--- src/rtl/bus_pkg.sv ---
// Shared definitions for the microcontroller data bus: mode encodings,
// bus widths and the arbiter state type. The bus masters and slaves
// import this package as well as the arbiter.
package bus_pkg;

    localparam int BUS_DATA_W = 32;
    localparam int BUS_ADDR_W = 32;

    localparam logic [1:0] BUS_IDLE  = 2'b00;
    localparam logic [1:0] BUS_READ  = 2'b01;
    localparam logic [1:0] BUS_WRITE = 2'b10;
    localparam logic [1:0] BUS_RSVD  = 2'b11;

    typedef enum logic [1:0] {
        IDLE = 2'b00,
        OWN0 = 2'b01,
        OWN1 = 2'b10
    } arb_state_t;

    // Only reads and writes move data. Idle and the reserved code do not.
    function automatic logic is_beat_mode(input logic [1:0] mode);
        return (mode == BUS_READ) || (mode == BUS_WRITE);
    endfunction

endpackage

--- src/rtl/data_bus_arbiter.sv ---
// Two-master round-robin arbiter for the shared data bus. Master 0 is the
// datapath core and master 1 is a secondary master such as DMA or debug.
// Ownership is bounded by MAX_BURST beats whenever the other master is
// waiting. The owner's beat is forwarded combinationally to the slaves,
// and read data is registered back to the master that issued the read.
module data_bus_arbiter
    import bus_pkg::*;
#(
    parameter int MAX_BURST = 4
) (
    input  logic                  clk,
    input  logic                  reset,
    input  logic                  m0_req,
    input  logic [1:0]            m0_mode,
    input  logic [BUS_ADDR_W-1:0] m0_addr,
    input  logic [BUS_DATA_W-1:0] m0_wdata,
    output logic                  m0_gnt,
    output logic [BUS_DATA_W-1:0] m0_rdata,
    output logic                  m0_rvalid,
    input  logic                  m1_req,
    input  logic [1:0]            m1_mode,
    input  logic [BUS_ADDR_W-1:0] m1_addr,
    input  logic [BUS_DATA_W-1:0] m1_wdata,
    output logic                  m1_gnt,
    output logic [BUS_DATA_W-1:0] m1_rdata,
    output logic                  m1_rvalid,
    output logic [1:0]            data_bus_mode,
    output logic [BUS_ADDR_W-1:0] data_bus_addr,
    output logic [BUS_DATA_W-1:0] data_bus_wdata,
    input  logic [BUS_DATA_W-1:0] data_bus_rdata
);

    localparam logic [7:0] BURST_MAX  = 8'(MAX_BURST);
    localparam logic [7:0] BURST_LAST = 8'(MAX_BURST - 1);

    arb_state_t            state;
    arb_state_t            state_next;
    logic                  last_owner;
    logic                  last_owner_next;
    logic [7:0]            burst_cnt;
    logic [7:0]            burst_cnt_next;

    logic                  own_req;
    logic                  other_req;
    logic [1:0]            own_mode;
    logic [BUS_ADDR_W-1:0] own_addr;
    logic [BUS_DATA_W-1:0] own_wdata;
    logic                  beat;
    logic                  burst_done;

    logic [BUS_ADDR_W-1:0] addr_hold;
    logic [BUS_DATA_W-1:0] wdata_hold;

    // Select the current owner's request and bus fields, the other master's request is kept for handover decisions
    always_comb begin
        own_req   = 1'b0;
        other_req = 1'b0;
        own_mode  = BUS_IDLE;
        own_addr  = m0_addr;
        own_wdata = m0_wdata;
        case (state)
            OWN0: begin
                own_req   = m0_req;
                other_req = m1_req;
                own_mode  = m0_mode;
                own_addr  = m0_addr;
                own_wdata = m0_wdata;
            end
            OWN1: begin
                own_req   = m1_req;
                other_req = m0_req;
                own_mode  = m1_mode;
                own_addr  = m1_addr;
                own_wdata = m1_wdata;
            end
            default: begin
                own_req   = 1'b0;
                other_req = 1'b0;
            end
        endcase
    end

    // A saturated counter still counts as the last allowed beat once the other master starts waiting
    assign beat       = own_req && is_beat_mode(own_mode);
    assign burst_done = beat && (burst_cnt >= BURST_LAST);

    // Next owner: round-robin tie-break from idle, release on dropped request, forced handover at the burst limit
    always_comb begin
        state_next = state;
        case (state)
            IDLE: begin
                if (m0_req && m1_req) begin
                    state_next = last_owner ? OWN0 : OWN1;
                end else if (m0_req) begin
                    state_next = OWN0;
                end else if (m1_req) begin
                    state_next = OWN1;
                end
            end
            OWN0: begin
                if (!m0_req) begin
                    state_next = m1_req ? OWN1 : IDLE;
                end else if (burst_done && other_req) begin
                    state_next = OWN1;
                end
            end
            OWN1: begin
                if (!m1_req) begin
                    state_next = m0_req ? OWN0 : IDLE;
                end else if (burst_done && other_req) begin
                    state_next = OWN0;
                end
            end
            default: state_next = IDLE;
        endcase
    end

    // Burst counter restarts on every ownership change and saturates while nobody else is waiting; the pointer remembers who entered ownership last
    always_comb begin
        burst_cnt_next  = burst_cnt;
        last_owner_next = last_owner;
        if (state_next != state) begin
            burst_cnt_next = 8'd0;
            if (state_next == OWN0) begin
                last_owner_next = 1'b0;
            end else if (state_next == OWN1) begin
                last_owner_next = 1'b1;
            end
        end else if (beat && (burst_cnt != BURST_MAX)) begin
            burst_cnt_next = burst_cnt + 8'd1;
        end
    end

    // Arbitration state registers
    always_ff @(posedge clk or negedge reset) begin
        if (!reset) begin
            state      <= IDLE;
            last_owner <= 1'b1;
            burst_cnt  <= 8'd0;
        end else begin
            state      <= state_next;
            last_owner <= last_owner_next;
            burst_cnt  <= burst_cnt_next;
        end
    end

    // Remember the last forwarded address and write data so the bus stays quiet between beats
    always_ff @(posedge clk or negedge reset) begin
        if (!reset) begin
            addr_hold  <= '0;
            wdata_hold <= '0;
        end else if (beat) begin
            addr_hold  <= own_addr;
            wdata_hold <= own_wdata;
        end
    end

    // Capture read data for the master that issued the read, even when ownership moves at the same edge
    always_ff @(posedge clk or negedge reset) begin
        if (!reset) begin
            m0_rdata  <= '0;
            m1_rdata  <= '0;
            m0_rvalid <= 1'b0;
            m1_rvalid <= 1'b0;
        end else begin
            m0_rvalid <= 1'b0;
            m1_rvalid <= 1'b0;
            if (beat && (own_mode == BUS_READ)) begin
                if (state == OWN0) begin
                    m0_rdata  <= data_bus_rdata;
                    m0_rvalid <= 1'b1;
                end else begin
                    m1_rdata  <= data_bus_rdata;
                    m1_rvalid <= 1'b1;
                end
            end
        end
    end

    assign m0_gnt         = (state == OWN0);
    assign m1_gnt         = (state == OWN1);
    assign data_bus_mode  = beat ? own_mode : BUS_IDLE;
    assign data_bus_addr  = beat ? own_addr : addr_hold;
    assign data_bus_wdata = beat ? own_wdata : wdata_hold;

endmodule

--- config.mk ---
export PLATFORM = sky130hd
export DESIGN_NAME = data_bus_arbiter
export DESIGN_NICKNAME = d
export VERILOG_FILES = /design/src/rtl/bus_pkg.sv /design/src/rtl/data_bus_arbiter.sv
export SDC_FILE = /design/constraint.sdc
export NUM_CORES = 1
export LEC_CHECK = 0
export CORE_MARGIN = 4
export CORE_UTILIZATION = 41
export DETAILED_ROUTE_END_ITERATION = 7
export PLACE_DENSITY = 0.81
export RECOVER_POWER = 100
export SYNTH_ARGS = -nofsm -noshare
export SYNTH_HDL_FRONTEND = slang
export SYNTH_SLANG_ARGS = --single-unit
--- constraint.sdc ---
create_clock -name clk -period 5.55 [get_ports clk]
set_clock_uncertainty 0.05 [all_clocks]
set_input_delay 1.665 -clock clk [delete_from_list [all_inputs] [get_ports clk]]
set_output_delay 1.665 -clock clk [all_outputs]
set_load 0.005 [all_outputs]
==> flow_summary.json, run 1 <==
{
  "async_flop_share": 1.00,
  "core_um2": 14800,
  "p_leak_uw": 0.00532,
  "cp-start-kind": "primary input",
  "ys_ff_latch": 141,
  "gp_congestion": 0.936,
  "slowest_delay_ns": 0.27,
  "synth_area_per_cell_um2": 11.8,
  "r2r_end": "m1_rdata[8]",
  "synth_nets": 707,
  "cts_buffer_depth": 2,
  "setup_violations": 0,
  "io_buffers": 301,
  "critPathRequiredTime_ns": 3.84,
  "whs_endpoint": "m1_rdata[30]",
  "timing.final.ws_setup_ns": 0.0595,
  "p_total_uw": 4930,
  "viasPerCell": 5.20,
  "grt_usage": 0.256,
  "final_cell_mix": "clkdlybuf4s50_1 (164), dfrtp_1 (140), nor2_1 (75)",
  "final_layout_size_suffix_gt1_frac": 0.217,
  "area_growth_pct": 77.5,
  "dpl.hpwl_um": 14500,
  "fin_crit_sh": 0.989,
  "cts_root_buffer": "clkbuf_16",
  "crit_top_cell": "buf_12",
  "cp-end-kind": "primary output",
  "syn-cell-area_um2": 6260,
  "relSlewSlack": -0.889,
  "hp-start": "m1_rdata[30]",
  "status": "finished with violations",
  "clk_transition_reported_paths_ns": 0.06,
  "fin_tns_setup_ns": 0,
  "drt_iter0_drc": 261,
  "grt_pass1_wl_um": 34900,
  "start_util": 0.424,
  "htreeDepth": 4,
  "synthCells": 530,
  "cts_sinks": 141,
  "io_pins": 302,
  "r2r_cells": 14,
  "period_needed_ns": 5.49,
  "antenna_found_initial": 1,
  "final_net_count": 1084,
  "ys_seq_area_frac": 0.564,
  "dp_cells": 1024,
  "die_h_um": 132,
  "numCtsBuffers": 17,
  "clk-insertion-delay-late_ns": 0.41,
  "preCtsSetupSlack_ns": -0.533,
  "nFillCells": 920,
  "r2r_slack_ns": 1.89,
  "crit_path_top_delay_cell": "clkdlybuf4s15_2",
  "path_cells": "dlygate4sd2_1 -> a22o_1 -> nand2_2 -> ha_4 -> nor2b_4 -> a21boi_4 -> buf_6 -> buf_12 -> buf_12 -> buf_12 -> nor2_1 -> a21oi_1 -> clkdlybuf4s15_2",
  "powerDensity_nw_per_um2": 444,
  "ys.flop_type": "dfrtp_1",
  "yosys_warnings": 0,
  "post_drt_wl_per_cell_um": 20.1,
  "critPathKind": "in2out",
  "grt_max_degree": 115,
  "cts_tree": "yes",
  "vias": 5743,
  "dr.pass1.iters": 4,
  "synth_edf_count": 0,
  "dieArea_um2": 17300,
  "dieWidth_um": 132,
  "synth.distinct_cells": 41,
  "r2r-start": "state[1]",
  "drc_errors": 0,
  "synth_area_leaders": "dfrtp_1 (56%), mux2_1 (12%), mux2i_1 (11%)",
  "max_freq_mhz": 182,
  "path_max_fanout": 7,
  "final_common_cell": "clkdlybuf4s50_1",
  "hold_class": "reg2reg",
  "drtAntennaViolNets": 0,
  "fin_cells": 1104,
  "first_global_vias": 6262,
  "postRouteWirelength_um": 22100,
  "overflow": 0,
  "synth_top_area_frac": 0.560,
  "worst_ir_drop_vdd_uv": 274,
  "arrival_ns": 3.78,
  "holdPathStages": 1,
  "violations": "capacitance limit, slew limit",
  "hold_viol": 0,
  "slew_viol_final": 115,
  "max_cap_violations": 1,
  "rows": 44,
  "synth_top_area_cell": "dfrtp_1",
  "tightest_slew_ns": 2.83
}
==> layout make-up <==
type / instances / area [µm²] / area share
diodes: 1 / 2.50 / 0.000225
repair buffers: 389 / 3880 / 0.350
clock buffers: 18 / 439 / 0.0395
clock inverters: 13 / 235 / 0.0212
well taps: 184 / 230 / 0.0207
flip-flops and latches: 141 / 3530 / 0.318
inverters: 8 / 30.0 / 0.00270
multi-input cells: 350 / 2760 / 0.248
==> sequential cells by signal, summed over array words and instances (netlist names) <==
register	flops
wdata_hold	32
burst_cnt	8
m0_rvalid	1
last_owner	1
m0_rdata	32
m1_rvalid	1
addr_hold	32
m1_rdata	32
state	2
==> repair_timing <==
action                                  4_1_cts  5_1_grt
pin swaps                                     2        3
cloned                                        9        0
resized for setup                           218       22
endpoints found under the setup margin       66       60
hold buffers                                  0        0
setup buffers                                41        1
==> logic make-up after synthesis <==
logic type / count (synthesis) / share of synthesized area
AO/OA/AOI/OAI: 93 / 0.0848
XOR/XNOR: 7 / 0.00980
adder cells (fa/ha/maj): 9 / 0.0180
buffers and inverters: 39 / 0.0250
flip-flops: 141 / 0.564
multiplexers: 130 / 0.221
AND/OR/NAND/NOR: 111 / 0.0776
==> how the worst max path moves through the flow <==
| stage | from | slack, ns | to | cells past startpoint |
|---|---|---|---|---|
| 2_1_floorplan | m1_mode[0] | 0.39 | data_bus_wdata[16] | 9 |
| 3_3_place_gp | m1_mode[0] | -0.51 | data_bus_wdata[31] | 10 |
| 3_5_place_dp | m1_mode[0] | -0.53 | data_bus_addr[4] | 10 |
| 4_1_cts | m1_mode[0] | -0.02 | data_bus_wdata[14] | 15 |
| 5_1_grt | m1_mode[1] | -0.02 | data_bus_wdata[16] | 14 |
| 6_report | m1_mode[1] | 0.06 | data_bus_wdata[7] | 13 |
==> cell usage after synthesis, drive strengths merged (2+ instances only) <==
| cell type | n |
|---|---|
| dfrtp | 140 |
| nor2 | 76 |
| a21oi | 69 |
| mux2i | 66 |
| mux2 | 64 |
| clkbuf | 18 |
| nand2 | 14 |
| buf | 13 |
| ha | 9 |
| inv | 8 |
| o21ai | 6 |
| xor2 | 6 |
| nand3 | 5 |
| nand4 | 5 |
| o211ai | 4 |
| nor2b | 3 |
| a21o | 2 |
| a22oi | 2 |
| and3 | 2 |
==> metrics by stage <==
step	area, µm²	utilization	hold WS, ns
global route	11100	0.753	0.441
global placement	9740	0.660	0.417
detailed placement	9740	0.660	0.424
finish	11100	0.753	0.427
floorplan	6260	-	0.423
CTS	11100	0.750	0.437
==> critical path, delay by kind of cell <==
family | cells | cell delay, ns
compound gates | 3 | 0.68
buf+inv | 6 | 0.97
fa+ha+maj | 1 | 0.21
simple gates | 3 | 0.25
==> metal layers <==
| metal | vias to the layer above | wire [µm] | track usage |
|---|---|---|---|
| li1 | 2621 | - | - |
| met1 | 2817 | 8420 | 0.295 |
| met2 | 261 | 11500 | 0.456 |
| met3 | 44 | 1610 | 0.0807 |
| met4 | 0 | 631 | 0.0823 |
| met5 | - | 0 | 0 |
==> power breakdown <==
part / total [µW] / leakage, µW / switching (µW) / internal [µW]
combinational: 2150 / 0.00314 / 974 / 1170
clock: 1310 / 0.000323 / 451 / 857
sequential: 1480 / 0.00186 / 130 / 1350
No activity file was read; power rests on OpenSTA's default activity.
==> run 2: changes to the inputs <==
Settings changed: CAP_MARGIN set to 5, CTS_CLUSTER_SIZE set to 16.
==> results of run 2 <==
Same layout as run 1: the final DEF is identical, and so are final timing and power.
==> run 3: changes to the inputs <==
Settings changed: GPL_TIMING_DRIVEN set to 0.
==> run 3 against run 2 <==
Critical path depth is 16 higher. Cell area is 3.0% lower. Largest cell class unchanged. Count of clock-buffer cells in the layout rose by 2. Sequential power about the same. Total power decreased by 2.4%. Hold slack better by 0.0020 ns. Routed wire length shrank 0.46%. The run still ends with capacitance limit, slew limit left. Critical endpoint is now wdata_hold[15]. Utilization down 2.2 points. Register-to-register slack worse by 1.7 ns. Sequential share of layout area is 0.97 points higher.
==> flow_summary.json, run 3 (synthesized netlist as in run 1, its figures left out) <==
{
  "status": "finished with violations",
  "violations": "capacitance limit, slew limit",
  "drc_errors": 0,
  "hold_viol": 0,
  "seqPwrFrac": 0.307,
  "tightest_slew_ns": 1.85,
  "io_pins": 302,
  "vias": 5861,
  "critPathKind": "in2reg",
  "setup_violations": 0,
  "p_total_uw": 4810,
  "critPathRequiredTime_ns": 5.81,
  "holdPathStages": 1,
  "final_area_um2": 10800,
  "crit_path_top_delay_cell": "a21boi_4",
  "cts_tree": "yes",
  "max_freq_mhz": 182,
  "overflow": 0,
  "internal-power_uw": 3240,
  "postRouteWirelength_um": 22000,
  "htreeDepth": 4,
  "period_needed_ns": 5.49,
  "max_cap_violations": 1,
  "clk-insertion-delay-late_ns": 0.42,
  "r2r_slack_ns": 0.20,
  "final_net_count": 1102,
  "drt_iter0_drc": 191,
  "dpl_cell_area_um2": 9530,
  "antenna_found_initial": 2,
  "cts_root_buffer": "clkbuf_16",
  "r2r_cells": 31,
  "worst_ir_drop_vdd_uv": 336,
  "whs_endpoint": "m1_rdata[8]",
  "post_drt_wl_per_cell_um": 19.6,
  "grt_usage": 0.253,
  "cts_sinks": 141,
  "slowest_delay_ns": 0.30,
  "core_um2": 14800,
  "drtAntennaViolNets": 0,
  "r2r_end": "wdata_hold[15]",
  "cp-start-kind": "primary input",
  "io_buffers": 301,
  "pwr-share-comb": 0.442,
  "final_common_cell": "clkdlybuf4s50_1",
  "viasPerCell": 5.21,
  "final_layout_size_suffix_gt1_frac": 0.228,
  "grt_max_degree": 106,
  "path_max_fanout": 10,
  "first_global_vias": 6648,
  "slew_viol_final": 38,
  "hold_class": "reg2reg",
  "area_growth_pct": 72.2,
  "cts_buffer_depth": 2,
  "p_switching_uw": 1570,
  "final_cell_mix": "clkdlybuf4s50_1 (164), dfrtp_1 (140), nor2_1 (74)",
  "crit_top_cell": "buf_4",
  "arrival_ns": 5.76,
  "rows": 44,
  "start_util": 0.424,
  "dieWidth_um": 132,
  "relSlewSlack": -0.233,
  "dr.pass1.iters": 7,
  "clk_transition_reported_paths_ns": 0.06,
  "hp-start": "m1_rdata[8]",
  "nFillCells": 978,
  "dpl.hpwl_um": 15200,
  "dieArea_um2": 17300,
  "p_leak_uw": 0.00525,
  "r2r-start": "state[1]",
  "numCtsBuffers": 17,
  "gp_congestion": 0.850,
  "die_h_um": 132,
  "cp-end-kind": "flip-flop",
  "fin_crit_sh": 0.990,
  "p_sw_frac": 0.326,
  "powerDensity_nw_per_um2": 447,
  "rsz0062_at_grt": "yes",
  "grt_pass1_wl_um": 34700,
  "pwr-share-clk": 0.251
}
run 3: cell types whose count changed in the layout (fill, tap and decap cells not counted), sizes merged, moves of 2 or more:
cell and change:
bufinv -2, clkdlybuf4s15 -11, bufbuf -2, buf +25, dlygate4sd2 -9, clkbuf +17
run 3: final cells by class:
cell class | instances | area (µm²) | area share
Timing Repair Buffer | 379 | 3400 | 0.316
Inverter | 8 | 30.0 | 0.00279
Buffer | 28 | 249 | 0.0231
Multi-Input combinational cell | 350 | 2700 | 0.251
Clock buffer | 20 | 447 | 0.0414
Sequential cell | 141 | 3530 | 0.327
Clock inverter | 12 | 186 | 0.0173
Antenna cell | 2 | 5.00 | 0.000464
Tap cell | 184 | 230 | 0.0214
run 3: worst max path at each step:
stage / to / start / depth (start not counted)
6_report: wdata_hold[15] / m1_mode[0] / 29
5_1_grt: wdata_hold[15] / m1_mode[0] / 29
4_1_cts: data_bus_addr[24] / state[0] / 14
3_5_place_dp: data_bus_wdata[29] / m1_mode[0] / 11
3_3_place_gp: addr_hold[22] / reset / 1
2_1_floorplan: data_bus_wdata[16] / m1_mode[0] / 9
run 3: power groups by stage:
stage | sequential [µW] | combinational [µW] | clock, µW
4_1_cts | 1480 | 2080 | 1220
6_report | 1480 | 2130 | 1210
5_1_grt | 1510 | 2280 | 1270
3_3_place_gp | 1470 | 1850 | 0
2_1_floorplan | 1460 | 796 | 0
3_5_place_dp | 1490 | 1880 | 0
run 3: metrics by stage:
| step | setup TNS [ns] | instances | utilization | setup slack, ns | hold slack [ns] |
|---|---|---|---|---|---|
| finish | 0 | 1124 | 0.730 | 0.0553 | 0.429 |
| global route | -0.241 | 1124 | 0.730 | -0.0564 | 0.436 |
| global placement | -412.95 | 1015 | 0.644 | -2.48 | 0.417 |
| detailed placement | -67.98 | 1016 | 0.646 | -1.33 | 0.424 |
| floorplan | 0 | 530 | - | 0.393 | 0.423 |
| CTS | 0 | 1123 | 0.731 | 0.0904 | 0.438 |
run 3: routing by layer:
metal	routed length, µm	track usage	up-vias
li1	-	-	2648
met1	7870	0.260	2886
met2	11700	0.468	270
met3	1640	0.0768	57
met4	860	0.120	0
met5	0	0	-
run 3: repair_timing:
item	in CTS	in global routing
gates cloned	6	0
pin swaps	4	0
setup buffers	70	1
endpoints found under the setup margin	66	68
hold buffers	0	0
resized for setup	289	15
run 3: critical path, delay by kind of cell:
family                   cells  cell delay (ns)
AND/OR/NAND/NOR              2             0.21
adder cells (fa/ha/maj)      1             0.28
buffers and inverters       23             3.02
AO/OA/AOI/OAI                3             0.57
